===== src/rtl/button_pulse_gen_pkg.sv =====
// Shared state encoding, counter width and parameter defaults for button_pulse_gen.
package button_pulse_gen_pkg;

   localparam int unsigned CNT_W               = 8;
   localparam int unsigned DEBOUNCE_CYCLES_DEF = 4;
   localparam int unsigned REPEAT_CYCLES_DEF   = 10;

   // Encoding is visible on the lab LEDs, so values are fixed.
   typedef enum logic [1:0] {
      IDLE         = 2'b00,
      PRESS_WAIT   = 2'b01,
      PRESSED      = 2'b10,
      RELEASE_WAIT = 2'b11
   } state_t;

endpackage


===== src/rtl/button_pulse_gen_sync_2ff.sv =====
// Two-flop synchronizer that brings the raw asynchronous button level into the clk domain.
module sync_2ff (
   input  logic clk,
   input  logic reset,
   input  logic i_d,
   output logic o_q
);

   logic r_meta;
   logic r_sync;

   // NOTE: non-blocking assignments so r_sync takes r_meta's pre-edge value (a true 2-stage shift).
   always_ff @(posedge clk or negedge reset) begin
      if (!reset) begin
         r_meta <= 1'b0;
         r_sync <= 1'b0;
      end else begin
         r_meta <= i_d;
         r_sync <= r_meta;
      end
   end

   assign o_q = r_sync;

endmodule


===== src/rtl/button_pulse_gen.sv =====
// Debounced pushbutton to single-cycle count-enable pulse generator.
// Optional auto-repeat while held is enabled by defining BUTTON_AUTO_REPEAT_EN.
module button_pulse_gen
   import button_pulse_gen_pkg::*;
#(
   parameter int unsigned DEBOUNCE_CYCLES = DEBOUNCE_CYCLES_DEF,
   parameter int unsigned REPEAT_CYCLES   = REPEAT_CYCLES_DEF
) (
   input  logic       clk,
   input  logic       reset,
   input  logic       btn,
   output logic       w,
   output logic       btn_level,
   output logic [1:0] state
);

   if (DEBOUNCE_CYCLES < 1 || DEBOUNCE_CYCLES > 255 ||
       REPEAT_CYCLES < 1 || REPEAT_CYCLES > 255) begin : g_param_check
      $error("button_pulse_gen: DEBOUNCE_CYCLES and REPEAT_CYCLES must be in 1..255");
   end

   localparam logic [CNT_W-1:0] DB_LAST = CNT_W'(DEBOUNCE_CYCLES - 1);

   logic             w_btn_s;
   state_t           r_state;
   state_t           w_state_nxt;
   logic [CNT_W-1:0] r_cnt;
   logic [CNT_W-1:0] w_cnt_nxt;
   logic             w_press_pulse;
   logic             w_w_nxt;
   logic             r_w;
   logic             r_btn_level;

   sync_2ff u_sync (
      .clk   (clk),
      .reset (reset),
      .i_d   (btn),
      .o_q   (w_btn_s)
   );

   // NOTE: every output gets a default first so no path through the case infers a latch.
   always_comb begin
      w_state_nxt   = r_state;
      w_cnt_nxt     = r_cnt;
      w_press_pulse = 1'b0;
      case (r_state)
         IDLE: begin
            if (w_btn_s) begin
               w_state_nxt = PRESS_WAIT;
               w_cnt_nxt   = '0;
            end
         end
         PRESS_WAIT: begin
            if (!w_btn_s) begin
               w_state_nxt = IDLE;
               w_cnt_nxt   = '0;
            end else if (r_cnt == DB_LAST) begin
               w_state_nxt   = PRESSED;
               w_cnt_nxt     = '0;
               w_press_pulse = 1'b1;
            end else begin
               w_cnt_nxt = r_cnt + 1'b1;
            end
         end
         PRESSED: begin
            if (!w_btn_s) begin
               w_state_nxt = RELEASE_WAIT;
               w_cnt_nxt   = '0;
            end
         end
         RELEASE_WAIT: begin
            // A return to 1 is a release glitch: resume the press without a new pulse.
            if (w_btn_s) begin
               w_state_nxt = PRESSED;
               w_cnt_nxt   = '0;
            end else if (r_cnt == DB_LAST) begin
               w_state_nxt = IDLE;
               w_cnt_nxt   = '0;
            end else begin
               w_cnt_nxt = r_cnt + 1'b1;
            end
         end
         default: begin
            w_state_nxt = IDLE;
            w_cnt_nxt   = '0;
         end
      endcase
   end

`ifdef BUTTON_AUTO_REPEAT_EN
   localparam logic [CNT_W-1:0] RPT_LAST = CNT_W'(REPEAT_CYCLES - 1);

   logic [CNT_W-1:0] r_rpt_cnt;
   logic [CNT_W-1:0] w_rpt_cnt_nxt;
   logic             w_rpt_pulse;

   // Counts only while staying in PRESSED; any exit (including a glitch) restarts it.
   always_comb begin
      w_rpt_cnt_nxt = '0;
      w_rpt_pulse   = 1'b0;
      if (r_state == PRESSED && w_state_nxt == PRESSED) begin
         if (r_rpt_cnt == RPT_LAST) begin
            w_rpt_pulse = 1'b1;
         end else begin
            w_rpt_cnt_nxt = r_rpt_cnt + 1'b1;
         end
      end
   end

   always_ff @(posedge clk or negedge reset) begin
      if (!reset) begin
         r_rpt_cnt <= '0;
      end else begin
         r_rpt_cnt <= w_rpt_cnt_nxt;
      end
   end

   assign w_w_nxt = w_press_pulse | w_rpt_pulse;
`else
   assign w_w_nxt = w_press_pulse;
`endif

   always_ff @(posedge clk or negedge reset) begin
      if (!reset) begin
         r_state     <= IDLE;
         r_cnt       <= '0;
         r_w         <= 1'b0;
         r_btn_level <= 1'b0;
      end else begin
         r_state     <= w_state_nxt;
         r_cnt       <= w_cnt_nxt;
         r_w         <= w_w_nxt;
         r_btn_level <= (w_state_nxt == PRESSED) || (w_state_nxt == RELEASE_WAIT);
      end
   end

   assign w         = r_w;
   assign btn_level = r_btn_level;
   assign state     = r_state;

endmodule


===== config.mk =====
export PLATFORM = sky130hd
export DESIGN_NAME = button_pulse_gen
export DESIGN_NICKNAME = d
export VERILOG_FILES = /design/src/rtl/button_pulse_gen_pkg.sv /design/src/rtl/button_pulse_gen_sync_2ff.sv /design/src/rtl/button_pulse_gen.sv
export SDC_FILE = /design/constraint.sdc
export NUM_CORES = 1
export LEC_CHECK = 0
export ABC_CLOCK_PERIOD_IN_PS = 2500
export BUFFER_PORTS_ARGS = -buffer_cell sky130_fd_sc_hd__buf_2
export CAP_MARGIN = 15
export CORE_AREA = 4 4 41 43
export DETAILED_ROUTE_END_ITERATION = 7
export DIE_AREA = 0 0 45 47
export GPL_TIMING_DRIVEN = 0
export PLACE_DENSITY = 0.68
export SYNTH_ARGS = -nofsm -noshare
export SYNTH_HDL_FRONTEND = slang
export SYNTH_HIERARCHICAL = 1
export SYNTH_SLANG_ARGS = --single-unit

===== constraint.sdc =====
create_clock -name clk -period 2.5 [get_ports clk]
set_input_delay 0.5 -clock clk [delete_from_list [all_inputs] [get_ports clk]]
set_output_delay 0.5 -clock clk [all_outputs]
set_load 0.01 [all_outputs]

==> reports/results.ini <==
[run_status]
status = complete, no violations

[synth]
synth_nets = 63
synthXorXnorAreaFrac_pct = 4.23
synth_common_cells = 13 x dfrtp_1, 10 x nand2_1, 5 x a31oi_1
synthArstFlopShare_pct = 100
ys_types = 23
syn_inst = 59
yosys_warnings = 6
synth_fa_ha_area_share_pct = 2.02
synth_area_um2 = 621
ys_top_cells_by_area = dfrtp_1 52%, nand2_1 6.0%, a31oi_1 5.0%, mux2_2 3.6%, a22o_2 3.2%
ys.flop_type = dfrtp_1
synth_top_area_share_pct = 52.4
avgSynthCellArea_um2 = 10.5
ys_ff_latch = 13
synth_compound_area_share_pct = 15.3
synth_edf_count = 0
ys_seq_area_share_pct = 52.4
synthMuxAreaShare_pct = 3.63
synth_top_family_by_area = simple AND/OR/NAND/NOR gates
yosysTopAreaCell = dfrtp_1
synthMostInstantiatedCell = dfrtp_1
synth-simple-area-share_pct = 18.8

[placed_design]
dpl.hpwl_um = 790
port_buffers = 6
place_congestion = 0.774

[grt]
busiest_layer = met2
grt_max_degree = 14
met2_usage_pct = 19.5
grt.total_usage_pct = 13.1
grt_overflow_total = 0
antenna_found_initial = 0
grt_pass1_wl_um = 1920
grt_use_met3_pct = 3.45
grt_pass1_vias = 436
use_met1_pct = 16.6

[worst_setup_path]
max_stage_delay_ns = 0.48
slowest_stage = or4b_4
worstPathRequired_ns = 2.67
rr_startpoint = r_cnt[0]$_DFFE_PN0P_
critical_path.cell_chain = ha_1 -> or4b_4 -> o211a_1 -> buf_6 -> mux2_2
r2r-end = r_cnt[0]$_DFFE_PN0P_
r2r_slack_ns = 0.63
cp_num_buf_inv = 1
endpoint_kind = flip-flop
worstPathArrival_ns = 2.03
rr_worst_depth = 5
critical_path.startpoint_type = flip-flop
worst-path-max-fanout = 10
critPathTopFamily = simple AND/OR/NAND/NOR gates
critPathKind = reg -> reg

[pwr]
leakagePower_nw = 0.344
powerDensity_nw_per_um2 = 910
ir_drop_mv = 0.462

[detailed_routing]
ant_nets = 0
routedWlPerCell_um = 12.7
vias_per_cell = 5.43
drc = 0
drt-total-wl_um = 1070
dr.pass1.iters = 3
vias = 456
initialDrtViolationCount = 6

[clock_network]
post_cts_buffers = 0
ctsResizeCount = 0
clk_pin_slew_ns = 0.08
clock_latency_ns = 0.28
ctsHoldBuffers = 0
cts_tree = built
cts_max_level = 1
cts.path.max_buffers = 2
cts_buffers = 3
cts-root-buf = clkbuf_4
cts.sinks = 13

[floorplan]
initial_core_util_pct = 47.7
dieHeight_um = 47
core_area_um2 = 1300
die_width_um = 45
io_pins = 7
rows = 13
fp.dieArea_um2 = 2120

[timing]
setup_violations = 0
worst_slew_pin_slew_ns = 0.296
finalClockSkew_ns = 0.00209
hold_viol = 0
slew_headroom_pct = 80.2
finalCriticalPeriod_ns = 1.87
slew_viol_final = 0
setup_tns_ns = 0
fmax_mhz = 536
whs_ns = 0.0942
rsz0062_at_grt = no
fin_crit_sh_pct = 74.7

[finish]
nets = 74
drive_gt1_share_pct = 26.1
antenna_cells = 0
area_growth_pct = 12.1
fillers = 123

[hold_path]
hp-class = in -> async

[run]
cap_violations = 0

==> worst max-delay path by stage <==
stage | start | endpoint | slack [ns] | cells after the start
floorplan | r_cnt[0]$_DFFE_PN0P_ | r_cnt[0]$_DFFE_PN0P_ | 0.73 | 5
global placement | r_cnt[0]$_DFFE_PN0P_ | r_cnt[0]$_DFFE_PN0P_ | 0.65 | 5
detailed placement | r_cnt[0]$_DFFE_PN0P_ | r_cnt[0]$_DFFE_PN0P_ | 0.64 | 5
CTS | r_cnt[0]$_DFFE_PN0P_ | r_cnt[0]$_DFFE_PN0P_ | 0.62 | 5
global route | r_cnt[0]$_DFFE_PN0P_ | r_cnt[0]$_DFFE_PN0P_ | 0.53 | 5
finish | r_cnt[0]$_DFFE_PN0P_ | r_cnt[0]$_DFFE_PN0P_ | 0.63 | 5
==> power by group <==
| group | leakage (nW) | internal [W] | switching (W) | total [W] |
|---|---|---|---|---|
| registers | 0.172 | 0.000243 | 0.0000408 | 0.000284 |
| clock network | 0.0150 | 0.0000619 | 0.0000664 | 0.000128 |
| logic | 0.157 | 0.000105 | 0.000116 | 0.000221 |
| total | 0.344 | 0.000410 | 0.000223 | 0.000633 |
==> logic make-up after synthesis <==
group | Yosys count
flops | 13
mux | 2
simple gates | 23
fa+ha+maj | 1
buf+inv | 3
xor+xnor | 3
compound gates | 14
==> stage by stage <==
step / utilization (%) / area, µm² / instances / total power [W] / setup WS [ns]
after floorplan: - / 621 / 59 / 0.000449 / 0.732
after global placement: 51.4 / 669 / 80 / 0.000507 / 0.646
after detailed placement: 51.4 / 669 / 80 / 0.000511 / 0.635
after CTS: 53.5 / 696 / 84 / 0.000641 / 0.624
after global routing: 53.5 / 696 / 84 / 0.000682 / 0.529
final: 53.5 / 696 / 84 / 0.000633 / 0.634
==> layer usage <==
metal  up-vias  share of wire, %
li1        234                 -
met1       212                50
met2         7                43
met3         3               4.2
met4         0               2.3
met5         -                 0
==> layout make-up <==
type	instances	area (µm²)	share of cell area, %
clock buffers	4	26.3	3.78
plain buffers	2	18.8	2.70
multi-input cells	43	273	39.2
inverters	1	3.75	0.540
repair buffers	6	30.0	4.32
flip-flops and latches	13	325	46.8
well taps	15	18.8	2.70
==> state kept, by name (all words and copies together), names as in the netlist <==
name,cells
r_cnt,8
btn_level,1
u_sync/o_q,1
w,1
u_sync/r_meta,1
state,1
==> cells in the final DEF (no fill, tap or decap), drive strengths merged <==
cell,Yosys,routed
o21ai,3,3
mux2,2,2
nor3,1,1
or4b,1,1
buf,2,8
o211a,1,1
xor2,1,1
nand2,10,10
and3,1,1
xnor2,2,2
a22o,2,2
ha,1,1
nor2,4,4
clkbuf,0,4
and4,1,1
or3,1,1
a21oi,2,2
a21o,1,1
a31oi,5,5
nor3b,1,1
nand3,3,3
dfrtp,13,13
inv,1,1
==> worst register-to-register path: cells and delay by family (launching register included) <==
| family | cells | cell delay, ns |
|---|---|---|
| AO/OA/AOI/OAI | 1 | 0.27 |
| adder cells (fa/ha/maj) | 1 | 0.22 |
| buffers and inverters | 1 | 0.15 |
| flip-flops | 1 | 0.39 |
| multiplexers | 1 | 0.25 |
| AND/OR/NAND/NOR | 1 | 0.48 |
(Power assumes the default switching activity.)
